<file path="src/rtl/seg7_pkg.sv">
// Shared segment patterns, FSM state type and {dp,s} decode for the 7-segment readback path.
package seg7_pkg;

    localparam int unsigned SEG_W = 7;
    localparam int unsigned PAT_W = SEG_W + 1;
    localparam int unsigned VAL_W = 4;

    localparam logic [SEG_W-1:0] SEG_P0    = 7'b1110111;
    localparam logic [SEG_W-1:0] SEG_P1    = 7'b0010010;
    localparam logic [SEG_W-1:0] SEG_P2    = 7'b1011101;
    localparam logic [SEG_W-1:0] SEG_P4    = 7'b0111010;
    localparam logic [SEG_W-1:0] SEG_BLANK = 7'b0000000;

    typedef enum logic [1:0] {
        ST_WAIT   = 2'd0,
        ST_LOCKED = 2'd1,
        ST_BLANK  = 2'd2,
        ST_ERR    = 2'd3
    } rx_state_e;

    typedef enum logic [1:0] {
        CLS_LEGAL   = 2'd0,
        CLS_BLANK   = 2'd1,
        CLS_ILLEGAL = 2'd2
    } seg_cls_e;

    typedef struct packed {
        seg_cls_e           cls;
        logic [VAL_W-1:0]   value;
    } seg_dec_t;

    // Map a display pattern back to its signed value; dp carries the sign.
    function automatic seg_dec_t seg_decode(input logic dp, input logic [SEG_W-1:0] s);
        seg_dec_t d;
        d.cls   = CLS_ILLEGAL;
        d.value = '0;
        if (!dp) begin
            case (s)
                SEG_P0:    begin d.cls = CLS_LEGAL; d.value = 4'b0000; end
                SEG_P1:    begin d.cls = CLS_LEGAL; d.value = 4'b0001; end
                SEG_P2:    begin d.cls = CLS_LEGAL; d.value = 4'b0010; end
                SEG_P4:    begin d.cls = CLS_LEGAL; d.value = 4'b0100; end
                SEG_BLANK: d.cls = CLS_BLANK;
                default:   d.cls = CLS_ILLEGAL;
            endcase
        end else begin
            case (s)
                SEG_P1:  begin d.cls = CLS_LEGAL; d.value = 4'b1111; end
                SEG_P2:  begin d.cls = CLS_LEGAL; d.value = 4'b1110; end
                default: d.cls = CLS_ILLEGAL;
            endcase
        end
        return d;
    endfunction

endpackage

</file>
<file path="src/rtl/seg7_sync.sv">
// N-stage synchroniser for a bus of asynchronous inputs; async active-low reset to zero.
module seg7_sync #(
    parameter int unsigned WIDTH  = 8,
    parameter int unsigned STAGES = 2
) (
    input  logic             clk,
    input  logic             rst_n,
    input  logic [WIDTH-1:0] d,
    output logic [WIDTH-1:0] q
);

    logic [WIDTH-1:0] stg [STAGES];

    always_ff @(posedge clk or negedge rst_n) begin
        if (!rst_n) begin
            for (int i = 0; i < int'(STAGES); i++) begin
                stg[i] <= '0;
            end
        end else begin
            stg[0] <= d;
            for (int i = 1; i < int'(STAGES); i++) begin
                stg[i] <= stg[i-1];
            end
        end
    end

    assign q = stg[STAGES-1];

endmodule

</file>
<file path="src/rtl/seg7_rx_decoder.sv">
// Samples, debounces and decodes a 7-segment display back to a signed 4-bit value.
// Optional SEG7_RX_ERRCNT_EN adds a saturating count of illegal-pattern acceptances (err_cnt).
module seg7_rx_decoder
    import seg7_pkg::*;
#(
    parameter int unsigned SYNC_STAGES   = 2,
    parameter int unsigned STABLE_CYCLES = 4
) (
    input  logic             clk,
    input  logic             rst_n,
    input  logic [SEG_W-1:0] s,
    input  logic             dp,
    output logic [VAL_W-1:0] value,
    output logic             value_vld,
    output logic             locked,
    output logic             blank,
    output logic             err
`ifdef SEG7_RX_ERRCNT_EN
    ,
    output logic [7:0]       err_cnt
`endif
);

    localparam int unsigned CNT_W = $clog2(STABLE_CYCLES + 1);
    localparam logic [CNT_W-1:0] CNT_MAX = CNT_W'(STABLE_CYCLES);
    localparam logic [CNT_W-1:0] CNT_ACC = CNT_W'(STABLE_CYCLES - 1);

    logic [PAT_W-1:0] pat_s;
    logic [PAT_W-1:0] pat_q;
    logic             match;
    logic [CNT_W-1:0] cnt;
    seg_dec_t         dec;

    rx_state_e        state;
    rx_state_e        state_d;
    logic [VAL_W-1:0] value_d;
    logic             vld_d;

    seg7_sync #(
        .WIDTH  (PAT_W),
        .STAGES (SYNC_STAGES)
    ) u_sync (
        .clk   (clk),
        .rst_n (rst_n),
        .d     ({dp, s}),
        .q     (pat_s)
    );

    assign match = (pat_s == pat_q);
    assign dec   = seg_decode(pat_s[PAT_W-1], pat_s[SEG_W-1:0]);

    // Previous synchronised sample plus saturating run-length of identical samples.
    always_ff @(posedge clk or negedge rst_n) begin
        if (!rst_n) begin
            pat_q <= '0;
            cnt   <= '0;
        end else begin
            pat_q <= pat_s;
            if (!match) begin
                cnt <= '0;
            end else if (cnt < CNT_MAX) begin
                cnt <= cnt + CNT_W'(1);
            end
        end
    end

    always_ff @(posedge clk or negedge rst_n) begin
        if (!rst_n) begin
            state <= ST_WAIT;
        end else begin
            state <= state_d;
        end
    end

    // Classify a settled pattern from WAIT; any movement on the pins drops back to WAIT.
    always_comb begin
        state_d = state;
        value_d = value;
        vld_d   = 1'b0;
        case (state)
            ST_WAIT: begin
                if (match && (cnt == CNT_ACC)) begin
                    case (dec.cls)
                        CLS_LEGAL: begin
                            state_d = ST_LOCKED;
                            value_d = dec.value;
                            vld_d   = 1'b1;
                        end
                        CLS_BLANK: state_d = ST_BLANK;
                        default:   state_d = ST_ERR;
                    endcase
                end
            end
            ST_LOCKED, ST_BLANK, ST_ERR: begin
                if (!match) begin
                    state_d = ST_WAIT;
                end
            end
            default: state_d = ST_WAIT;
        endcase
    end

    // Flags are registered from the next state so they line up with the state register.
    always_ff @(posedge clk or negedge rst_n) begin
        if (!rst_n) begin
            value     <= '0;
            value_vld <= 1'b0;
            locked    <= 1'b0;
            blank     <= 1'b0;
            err       <= 1'b0;
        end else begin
            value     <= value_d;
            value_vld <= vld_d;
            locked    <= (state_d == ST_LOCKED);
            blank     <= (state_d == ST_BLANK);
            err       <= (state_d == ST_ERR);
        end
    end

`ifdef SEG7_RX_ERRCNT_EN
    // Counts entries into ERR, not cycles spent there.
    always_ff @(posedge clk or negedge rst_n) begin
        if (!rst_n) begin
            err_cnt <= '0;
        end else if ((state == ST_WAIT) && (state_d == ST_ERR) && (err_cnt != 8'hFF)) begin
            err_cnt <= err_cnt + 8'd1;
        end
    end
`endif

endmodule

</file>
<file path="config.mk">
export PLATFORM = sky130hd
export DESIGN_NAME = seg7_rx_decoder
export DESIGN_NICKNAME = d
export VERILOG_FILES = /design/src/rtl/seg7_pkg.sv /design/src/rtl/seg7_sync.sv /design/src/rtl/seg7_rx_decoder.sv
export SDC_FILE = /design/constraint.sdc
export NUM_CORES = 1
export LEC_CHECK = 0
export BUFFER_PORTS_ARGS = -buffer_cell sky130_fd_sc_hd__buf_2
export CELL_PAD_IN_SITES_DETAIL_PLACEMENT = 0
export CELL_PAD_IN_SITES_GLOBAL_PLACEMENT = 1
export CORE_UTILIZATION = 30
export CTS_BUF_LIST = sky130_fd_sc_hd__clkbuf_8
export DETAILED_ROUTE_END_ITERATION = 12
export PLACE_DENSITY = 0.55
export SLEW_MARGIN = 20
export SYNTH_ARGS = -nofsm -noshare
export SYNTH_HDL_FRONTEND = slang
export SYNTH_SLANG_ARGS = --single-unit
</file>
<file path="constraint.sdc">
create_clock -name clk -period 4.4 [get_ports clk]
set_clock_uncertainty 0.1 [all_clocks]
set_input_delay 0.88 -clock clk [delete_from_list [all_inputs] [get_ports clk]]
set_output_delay 0.88 -clock clk [all_outputs]
set_load 0.02 [all_outputs]
</file>
# After elaboration in Yosys (flattened, before gate mapping)
# Cells that the tools add are included.
# totals
regBits	37
latchBits	0
mem_bits_rw	0
romBits	0
in_bits	10
n_memories	0
# classes
n_addsub	1
n_mul	0
n_div	0
magnitude_cmp	1
n_eq_ne	14
shift	0
muxes	14
n_bitwise	0
reduce_logical	8
# op_table
operator	count
$eq 7x7->1 const B	2
$pmux 2 s2	3
$pmux 3 s3	1
$eq 2x2->1 const B	4
$eq 8x8->1	1
$pmux 4 s2	1
$eq 7x5->1 const B	1
$eq 7x6->1 const B	1
$logic_not 7->1	1
$eq 2x1->1 const B	3
$mux 2	3
$mux 3	2
$mux 6	1
$logic_not 2->1	2
$reduce_or 4->1	1
$add 3x1->3 const B	1
$eq 3x2->1 const B	1
$lt 3x3->1 const B	1
$mux 1	3
$reduce_and 3->1	1
$reduce_or 3->1	1
$ne 2x1->1 const B	1
$reduce_or 2->1	1
$logic_and 1x1->1	1

# Logic depth before layout (Yosys ltp)
# Gate-level depths: netlist of the first run.
# logic_depth
word_depth	9
depth_mapped	7
ltp_nobuf	7

# Modules after synthesis
# A second synthesis of the first run with hierarchy kept.
# unflattened
cells_unflattened	104
area_unflattened_um2	1438.9
# by_module_without_submodules
mod	n_inst	cells_per_inst	area_each_um2	seq_area_each_um2
seg7_rx_decoder	1	80	978.4	525.5
seg7_sync	1	24	460.4	400.4

# Worst setup path before layout of the first run
# OpenSTA, ideal clock, no wires.
# synth_timing
path_kind	flip-flop to flip-flop
startpoint	register u_sync.stg, in the netlist u_sync.q[6]
endpoint	register value[0]
setup_ns	0.125
arrival_ns	1.699
setup_slack_ns	2.476
stages_incl_launch_ff	6
path_buffers	0
cell_sequence	dfrtp_1 or3_4 nor4b_4 o31ai_2 a21oi_4 mux2_4
# synth_via
elab_chain_cells	6
# synth_lines
item	line_no	source
from (decl)	seg7_sync.sv:12	logic [WIDTH-1:0] stg [STAGES];
from (signal, indexed assignment)	seg7_sync.sv:22	stg[i] <= stg[i-1];
$eq 7x7->1, or another cell as far along	seg7_pkg.sv:38, seg7_pkg.sv:47	
$reduce_or 4->1 (no source line) / $reduce_or 2->1 (equally long branches)	-	
$pmux 2 s2 / $mux 2 (equally long branches)	seg7_pkg.sv:38, seg7_pkg.sv:47	
$mux 6	seg7_pkg.sv:37	if (!dp) begin
$logic_not 2->1	seg7_rx_decoder.sv:83	case (dec.cls)
$reduce_and 3->1 (no source line)	-	
to (signal assigned)	seg7_rx_decoder.sv:112	value <= value_d;
to (decl)	seg7_rx_decoder.sv:13	output logic [VAL_W-1:0] value,
# Parallel ways exist; a longest one is shown, timed or not.
# A chain may end at the register's enable or synchronous reset.

# Final worst setup path of the first run
# Ends and elaborated chain as after synthesis.

==> results.json, run 1 <==
{
  "rsz0062_at_grt": "no",
  "clk_latency_ns": 0.29,
  "yosys_warnings": 0,
  "synth.area.top_cells": "dfrtp_1 (68%), xor2_1 (5.8%), mux2_4 (2.2%), ha_1 (1.8%), nor4_2 (1.8%)",
  "p_comb_share_pct": 3.3,
  "holdCritPathClass": "flip-flop to flip-flop",
  "worstPathMaxFanout": 5,
  "syn_nets": 105,
  "hold_viol_final": 0,
  "cts_hold_repair.buffers": 0,
  "seqPwrFrac_pct": 52.7,
  "synth_top_cell_by_area": "dfrtp_1",
  "clock-root-buffer": "clkbuf_8",
  "cts-root-to-sink-buffers": 2,
  "dieArea_um2": 4811,
  "die_width_um": 69.36,
  "die_h_um": 69.36,
  "core_area_um2": 4354,
  "worst-r2r-cell-count": 5,
  "design.final.nets": 128,
  "r2r_setup_slack_ns": 2.35,
  "post-route-drc-count": 0,
  "cp-end-kind": "flip-flop",
  "vdd_ir_drop_max_mv": 0.1790,
  "post-route-cell-area_um2": 1627,
  "synth_sequential_area_ratio_pct": 68.01,
  "synthToLayoutAreaGrowth_pct": 19.49,
  "grt_antenna_before_repair": 0,
  "routed_wl_mm": 2.167,
  "post_synth.cell_area_avg_um2": 14.64,
  "max_freq_mhz": 487.0,
  "worstPathRequired_ns": 4.47,
  "via_count": 754,
  "critical_path_arrival_ns": 2.13,
  "crit_path_end": "value[0]",
  "timing_max_transition_violations_final": 0,
  "power.density_nw_per_um2": 421.8,
  "synthesized_cell_area_um2": 1361,
  "post_cts_resize_count": 0,
  "numPortBuffers": 17,
  "synthesis.instances": 93,
  "largest_net_degree_at_the_start_of_global_routing": 38,
  "layout_min_cycle_time_ns": 2.053,
  "wl_per_cell_um": 12.82,
  "dr.first_iter.drc_count": 20,
  "rows": 24,
  "viasPerCell": 4.462,
  "count_of_cell_types_in_the_netlist": 28,
  "setup_violations": 0,
  "place_hpwl_mm": 1.510,
  "cts_setup_buffers": 0,
  "power_switching_share_pct": 20.63,
  "internal_power_contribution_uw": 544.5,
  "dpl.cell_count": 161,
  "total_leakage_power_uw": 0.0007496,
  "maxCapViolCount": 0,
  "grt_pass1_wl_mm": 3.919,
  "cts_tree": "done",
  "start_util_pct": 31.26,
  "critical_path.reg2reg.startpoint": "u_sync.q[6]",
  "via_count_of_the_first_global_routing_pass": 813,
  "finish.utilization_pct": 37.36,
  "clk_pin_slew_ns": 0.08,
  "synth_top_cell_area_share_pct": 68.01,
  "layout-drive-gt1-share_pct": 28.21,
  "fin_crit_sh_pct": 46.67,
  "netSwitchingPower_uw": 141.5,
  "timing.rr.end": "value[0]",
  "detailedRoute.firstPassIterationCount": 5,
  "worstMarginPinSlew_ns": 0.7957,
  "cts_inserted_buffers": 5,
  "overflow": 0,
  "ios": 18,
  "gr-usage-all-layers_pct": 10.79,
  "finalWeightedCongestion": 0.6727,
  "setup-tns-final_ns": 0,
  "criticalPathCategory": "flip-flop to flip-flop",
  "num_antenna_cells": 0,
  "pwr-share-clk_pct": 44.0,
  "cts.sink_count": 37,
  "slew_headroom_pct": 46.95,
  "cts_htree_levels": 2,
  "layoutNonFillerInstCount": 169,
  "cp-startpoint": "u_sync.q[6]",
  "detail-route-antenna-nets": 0,
  "post_dp_cell_area_um2": 1506,
  "run_status": "complete, no violations",
  "timing.critical_path.from_type": "flip-flop",
  "ys_ff_latch": 37
}
==> stage by stage <==
step / power [uW] / hold WS (ns) / worst slack [ns]
after floorplan: 377.1 / 0.2312 / 2.476
after global placement: 390.8 / 0.2324 / 2.380
after detailed placement: 391.9 / 0.2347 / 2.358
after CTS: 696.7 / 0.2527 / 2.338
after global routing: 716.4 / 0.2574 / 2.164
final: 686.0 / 0.2515 / 2.347
==> kinds of logic (layout without fill, tap and decap cells) <==
family	count (synthesis)	count (layout)	share of synthesized area, %
DFF	37	37	68.01
and+or+nand+nor	27	27	13.60
AOI/OAI and AO/OA	9	9	5.607
xor gates and xnor gates	9	9	5.791
buffers and inverters	5	29	1.470
muxes	4	4	3.677
adders and majority gates	2	2	1.838
==> power by group through the flow <==
stage	Sequential (uW)	Clock (uW)	Combinational, uW
2_1_floorplan	365	0	12.5
3_3_place_gp	368	0	23.2
3_5_place_dp	368	0	23.5
4_1_cts	362	312	23.5
5_1_grt	363	327	26.3
6_report	362	302	22.6
==> cells in the final DEF (no fill, tap or decap), types with 2 or more instances in the layout <==
cell / n
dfrtp_1: 37
buf_2: 17
xor2_1: 9
nor2_1: 6
clkbuf_8: 6
inv_1: 4
nor4_1: 3
a21oi_1: 3
nand3_1: 3
nor4_2: 2
nand2_1: 2
and2_1: 2
nor3b_1: 2
mux2_4: 2
mux2i_1: 2
ha_1: 2
==> worst min-delay path by stage <==
stage / startpoint / to / cells after the start
3_3_place_gp: u_sync.stg[14] / u_sync.q[6] / 0
2_1_floorplan: u_sync.stg[8] / u_sync.q[0] / 0
3_5_place_dp: u_sync.stg[11] / u_sync.q[3] / 0
4_1_cts: u_sync.stg[11] / u_sync.q[3] / 0
6_report: u_sync.stg[11] / u_sync.q[3] / 0
5_1_grt: u_sync.stg[13] / u_sync.q[5] / 0
==> synth_stat cells, drive strengths merged <==
cell     instances
mux2i            2
mux2             2
nand3b           1
o32a             1
inv              4
nor3             1
a31oi            1
ha               2
or3              1
nor4b            2
o211ai           1
nor4             5
a21oi            4
o2111ai          1
nor2             6
nor3b            2
dfrtp           37
nand2            2
o31ai            1
nand2b           1
and3             1
and2             2
xor2             9
buf              1
nand3            3
==> critical path, cell delays in order (launching register included) <==
cell,delay [ns]
dfrtp_1,0.44
or3_4,0.42
nor4b_4,0.27
o31ai_2,0.15
a21oi_4,0.24
mux2_4,0.32
==> registers in the layout, indices dropped and copies added (netlist names) <==
register,count
blank,1
locked,1
err,1
state,2
cnt,3
value,4
value_vld,1
pat_q,8
u_sync.q,8
u_sync.stg,8
==> per-layer routing <==
metal | up-vias | track usage [%] | share of wire, %
li1 | 367 | - | -
met1 | 360 | 13.13 | 45
met2 | 21 | 16.40 | 47
met3 | 6 | 4.506 | 5.0
met4 | 0 | 5.442 | 2.4
met5 | - | 0 | 0
==> layout make-up <==
type	count	area, um^2
fill	406	2728
tap	52	65.06
timing repair buffer	17	85.08
sequential	37	925.9
clock inverter	2	37.54
inverter	4	15.01
multi-input combinational	51	415.4
clock buffer	6	82.58
Note: power is estimated with default switching activity, not from simulation.
==> run 2: changes to the inputs <==
--- a/config.mk
+++ b/config.mk
@@ -11,7 +11,7 @@
 export CORE_UTILIZATION = 30
 export CTS_BUF_LIST = sky130_fd_sc_hd__clkbuf_8
 export DETAILED_ROUTE_END_ITERATION = 12
-export PLACE_DENSITY = 0.55
+export PLACE_DENSITY = 0.57
 export SLEW_MARGIN = 20
 export SYNTH_ARGS = -nofsm -noshare
 export SYNTH_HDL_FRONTEND = slang
==> constraint.sdc (replaced) <==
create_clock -name clk -period 1.85 [get_ports clk]
set_clock_uncertainty 0.1 [all_clocks]
set_input_delay 0.37 -clock clk [delete_from_list [all_inputs] [get_ports clk]]
set_output_delay 0.37 -clock clk [all_outputs]
set_load 0.02 [all_outputs]
==> run 2 against run 1 <==
The flow now finishes with violations (setup timing). Highest routed layer unchanged. Die area is the same. Critical endpoint unchanged. Worst hold slack lost 0.23 ns. Combinational power grew to 3.8 times the previous value.
==> results.json, run 2 (synthesis results as in run 1) <==
{
  "run_status": "finished with violations",
  "violated_checks": "setup timing",
  "cts_tree": "done",
  "cts.sink_count": 37,
  "via_count": 826,
  "die_h_um": 69.36,
  "numPortBuffers": 17,
  "post-route-cell-area_um2": 1753,
  "via_count_of_the_first_global_routing_pass": 878,
  "viasPerCell": 4.465,
  "clk_latency_ns": 0.29,
  "grt_antenna_before_repair": 0,
  "core_area_um2": 4354,
  "pwr-share-clk_pct": 43.5,
  "seqPwrFrac_pct": 51.3,
  "vdd_ir_drop_max_mv": 0.4280,
  "worstPathRequired_ns": 1.92,
  "maxCapViolCount": 0,
  "slew_headroom_pct": 69.88,
  "final_common_cell": "dfrtp_1",
  "wl_per_cell_um": 11.85,
  "fin_crit_sh_pct": 104.8,
  "dieArea_um2": 4811,
  "dpl_worst_slack_ns": -0.08808,
  "cts_inserted_buffers": 5,
  "post-route-drc-count": 0,
  "rows": 24,
  "overflow": 0,
  "post_dp_cell_area_um2": 1619,
  "p_comb_share_pct": 5.2,
  "worstMarginPinSlew_ns": 0.4518,
  "critical_path_arrival_ns": 2.01,
  "layout-drive-gt1-share_pct": 37.59,
  "finalWeightedCongestion": 0.8143,
  "cts_htree_levels": 2,
  "cp-end-kind": "flip-flop",
  "worstPathMaxFanout": 4,
  "rsz0062_at_grt": "yes",
  "synthToLayoutAreaGrowth_pct": 28.77,
  "die_width_um": 69.36,
  "max_freq_mhz": 515.6,
  "setup_violations": 4,
  "criticalPathCategory": "flip-flop to flip-flop",
  "detail-route-antenna-nets": 0,
  "detailedRoute.firstPassIterationCount": 3,
  "layout_common_cells": "dfrtp_1 (37), buf_2 (17), buf_4 (16)",
  "num_antenna_cells": 0,
  "total_leakage_power_uw": 0.0008276,
  "timing_max_transition_violations_final": 0,
  "clock-root-buffer": "clkbuf_8",
  "holdCritPathClass": "primary input to async pin",
  "layout_min_cycle_time_ns": 1.940,
  "cts-root-to-sink-buffers": 2,
  "power_switching_share_pct": 20.60,
  "count_of_filler_cells_inserted_in_the_layout": 432,
  "fin_hold_ws_ns": 0.01831,
  "design.final.nets": 144,
  "start_util_pct": 31.26,
  "grt_pass1_wl_mm": 4.015,
  "timing.critical_path.from_type": "flip-flop",
  "netSwitchingPower_uw": 340.6,
  "clk_pin_slew_ns": 0.07,
  "place_hpwl_mm": 1.581,
  "layout_setup_ws_ns": -0.08951,
  "largest_net_degree_at_the_start_of_global_routing": 38,
  "internal_power_contribution_uw": 1313,
  "dr.first_iter.drc_count": 32,
  "gr-usage-all-layers_pct": 10.97,
  "hold_viol_final": 0,
  "power.density_nw_per_um2": 943.1,
  "routed_wl_mm": 2.193,
  "ios": 18,
  "finish.utilization_pct": 40.26
}
==> run 2: critical path, stage by stage (launching register included) <==
cell     delay [ns]
dfrtp_1        0.41
or3_4          0.40
nor4b_4        0.27
o31ai_2        0.14
a21oi_4        0.20
mux2_4         0.31
==> run 2: repair_timing <==
action                                  in CTS  in global routing
hold endpoints to repair                     0                  0
setup buffers                                0                  1
endpoints found under the setup margin       6                  8
hold buffers                                 0                  0
pin swaps                                    2                  0
resized for setup                            0                  1
==> run 2: cell type report <==
| cell class | instances | area, um^2 | share of cell area, % |
|---|---|---|---|
| sequential | 37 | 925.9 | 52.82 |
| multi-input combinational | 51 | 421.7 | 24.05 |
| timing repair buffer | 33 | 205.2 | 11.71 |
| clock buffer | 6 | 82.58 | 4.711 |
| tap | 52 | 65.06 | 3.712 |
| clock inverter | 2 | 37.54 | 2.141 |
| inverter | 4 | 15.01 | 0.8565 |
==> run 2: routing by layer <==
metal / GRT usage [%] / wire (um) / vias to the layer above
met2: 17.15 / 1077 / 18
li1: - / - / 404
met1: 13.36 / 994 / 400
met3: 4.360 / 92 / 4
met4: 4.762 / 28 / 0
met5: 0 / 0 / -
==> run 2: power by group through the flow <==
stage          Clock [uW]  Combinational, uW  Sequential [uW]
2_1_floorplan           0               29.8              867
3_3_place_gp            0               83.6              864
3_5_place_dp            0               85.5              866
4_1_cts               745               86.0              850
5_1_grt               789               97.0              852
6_report              719               85.3              849
==> run 2: final timing paths <==
check | from | end | slack (ns) | cells past startpoint
setup / recovery | u_sync.q[0] | value[0] | -0.09 | 5
hold / removal | rst_n | u_sync.stg[12] | 0.02 | 2
setup reg to reg | u_sync.q[0] | value[0] | -0.09 | 5
hold reg to reg | u_sync.stg[15] | u_sync.q[7] | 0.25 | 0
max in group asynchronous | rst_n | pat_q[7] | 1.31 | 2
min in group clk | s[1] | u_sync.stg[9] | 0.08 | 1
==> run 2: per-stage QoR <==
step / std cells / setup TNS, ns / power [uW]
after floorplan: 93 / -0.1482 / 896.9
after global placement: 176 / -0.1138 / 947.8
after detailed placement: 176 / -0.2486 / 951.2
after CTS: 184 / -0.3155 / 1681
after global routing: 185 / -1.152 / 1738
final: 185 / -0.2670 / 1653
==> run 3: changes to the inputs <==
--- a/config.mk
+++ b/config.mk
@@ -5,13 +5,13 @@
 export SDC_FILE = /design/constraint.sdc
 export NUM_CORES = 1
 export LEC_CHECK = 0
-export BUFFER_PORTS_ARGS = -buffer_cell sky130_fd_sc_hd__buf_2
 export CELL_PAD_IN_SITES_DETAIL_PLACEMENT = 0
 export CELL_PAD_IN_SITES_GLOBAL_PLACEMENT = 1
 export CORE_UTILIZATION = 30
 export CTS_BUF_LIST = sky130_fd_sc_hd__clkbuf_8
 export DETAILED_ROUTE_END_ITERATION = 12
-export PLACE_DENSITY = 0.57
+export DONT_BUFFER_PORTS = 1
+export PLACE_DENSITY = 0.53
 export SLEW_MARGIN = 20
 export SYNTH_ARGS = -nofsm -noshare
 export SYNTH_HDL_FRONTEND = slang
==> run 3 against run 2 <==
The run still ends with setup timing left. Critical path type unchanged. Worst hold slack gained 0.23 ns. Clock power decreased by 4.2%. First-iteration DRC count is 69% lower. Fmax rose by 2.4%. Total power down 1.1%. Register-to-register slack gained 0.05 ns. Highest routed layer unchanged. Wire length decreased by 2.2%. Setup slack gained 0.045 ns.
==> results.json, run 3 (synthesis results as in run 1) <==
{
  "run_status": "finished with violations",
  "violated_checks": "setup timing",
  "rsz0062_at_grt": "yes",
  "finalWeightedCongestion": 0.7070,
  "cts-root-to-sink-buffers": 2,
  "slew_headroom_pct": 67.96,
  "clk_latency_ns": 0.29,
  "grt_pass1_wl_mm": 3.650,
  "r2r_setup_slack_ns": -0.04,
  "gr-usage-all-layers_pct": 9.978,
  "fin_crit_sh_pct": 102.4,
  "numPortBuffers": 0,
  "clock-root-buffer": "clkbuf_8",
  "dpl_worst_slack_ns": -0.09073,
  "dieArea_um2": 4811,
  "synthToLayoutAreaGrowth_pct": 32.26,
  "criticalPathCategory": "flip-flop to flip-flop",
  "layout_setup_ws_ns": -0.04413,
  "die_h_um": 69.36,
  "hold_viol_final": 0,
  "via_count_of_the_first_global_routing_pass": 842,
  "core_area_um2": 4354,
  "num_antenna_cells": 0,
  "maxCapViolCount": 0,
  "place_hpwl_mm": 1.517,
  "viasPerCell": 4.425,
  "count_of_filler_cells_inserted_in_the_layout": 396,
  "worstPathMaxFanout": 4,
  "vdd_ir_drop_max_mv": 0.3627,
  "ios": 18,
  "rows": 24,
  "final_common_cell": "dfrtp_1",
  "cts.sink_count": 37,
  "timing.critical_path.from_type": "flip-flop",
  "wl_per_cell_um": 11.98,
  "setup-tns-final_ns": -0.1507,
  "cts_htree_levels": 2,
  "max_freq_mhz": 527.9,
  "worstPathRequired_ns": 1.93,
  "post-route-drc-count": 0,
  "critical_path_arrival_ns": 1.97,
  "cts_tree": "done",
  "total_leakage_power_uw": 0.0007968,
  "layout-drive-gt1-share_pct": 29.13,
  "design.final.nets": 138,
  "cp-end-kind": "flip-flop",
  "timing_max_transition_violations_final": 0,
  "holdCritPathClass": "flip-flop to flip-flop",
  "layout_common_cells": "dfrtp_1 (37), buf_4 (17), xor2_1 (9), dlygate4sd3_1 (9), nor2_1 (6)",
  "detail-route-antenna-nets": 0,
  "finish.utilization_pct": 41.35,
  "layoutNonFillerInstCount": 179,
  "layout_min_cycle_time_ns": 1.894,
  "detailedRoute.firstPassIterationCount": 3,
  "grt_antenna_before_repair": 0,
  "largest_net_degree_at_the_start_of_global_routing": 38,
  "dpl.cell_count": 160,
  "worstMarginPinSlew_ns": 0.4762,
  "setup_violations": 5,
  "dr.first_iter.drc_count": 10,
  "routed_wl_mm": 2.145,
  "via_count": 792,
  "power.density_nw_per_um2": 907.8,
  "cts_inserted_buffers": 5,
  "fin_hold_ws_ns": 0.2493,
  "die_width_um": 69.36,
  "start_util_pct": 31.26,
  "overflow": 0,
  "clk_pin_slew_ns": 0.08
}
-- run 3: path summary, 6_finish.rpt --
kind,from,endpoint,depth (start not counted)
max reg2reg,u_sync.q[0],value[0],5
max,u_sync.q[0],value[0],5
max in group asynchronous,rst_n,cnt[2],2
min,u_sync.stg[15],u_sync.q[7],0
min reg2reg,u_sync.stg[15],u_sync.q[7],0
min in group asynchronous,rst_n,value[1],2
-- run 3: layout make-up --
type                            instances  area [um^2]  area share, %
Multi-Input combinational cell         51        441.7          24.53
Clock buffer                            5        68.82          3.822
Timing Repair Buffer                   27        237.7          13.20
Inverter                                4        15.01         0.8339
Sequential cell                        37        925.9          51.42
Tap cell                               52        65.06          3.614
Clock inverter                          3        46.29          2.571
-- run 3: power breakdown --
group	internal, uW	switching [uW]	total [uW]	leakage, uW
sequential	835	13.7	849	0.000461
combinational	49.2	47.4	96.5	0.000281
clock	403	286	689	0.0000543
-- run 3: repair_timing --
action	4_1_cts	5_1_grt
buffers inserted	1	0
hold buffers	10	0
setup endpoints to repair	6	6
resized for setup	2	2
pin swaps	5	2
gates cloned	0	0
endpoints found under the hold margin	45	0
-- run 3: critical path: stages (launching register included) --
cell and delay (ns):
dfrtp_1 0.42, or3_4 0.40, nor4b_4 0.27, o31ai_4 0.11, a21oi_4 0.19, mux2_4 0.31
-- run 3: layer usage --
| layer | vias to the layer above | GRT usage, % | part of all wire [%] |
|---|---|---|---|
| met5 | - | 0 | 0 |
| met4 | 0 | 6.122 | 1.9 |
| met3 | 5 | 3.779 | 4.1 |
| met2 | 16 | 15.97 | 48 |
| met1 | 386 | 11.23 | 46 |
| li1 | 385 | - | - |
-- run 3: per-stage QoR --
step	cell area [um^2]	total power, uW
5_1_grt	1800	1711
4_1_cts	1789	1667
3_3_place_gp	1541	923.9
3_5_place_dp	1541	925.7
6_report	1800	1634
2_1_floorplan	1361	896.9
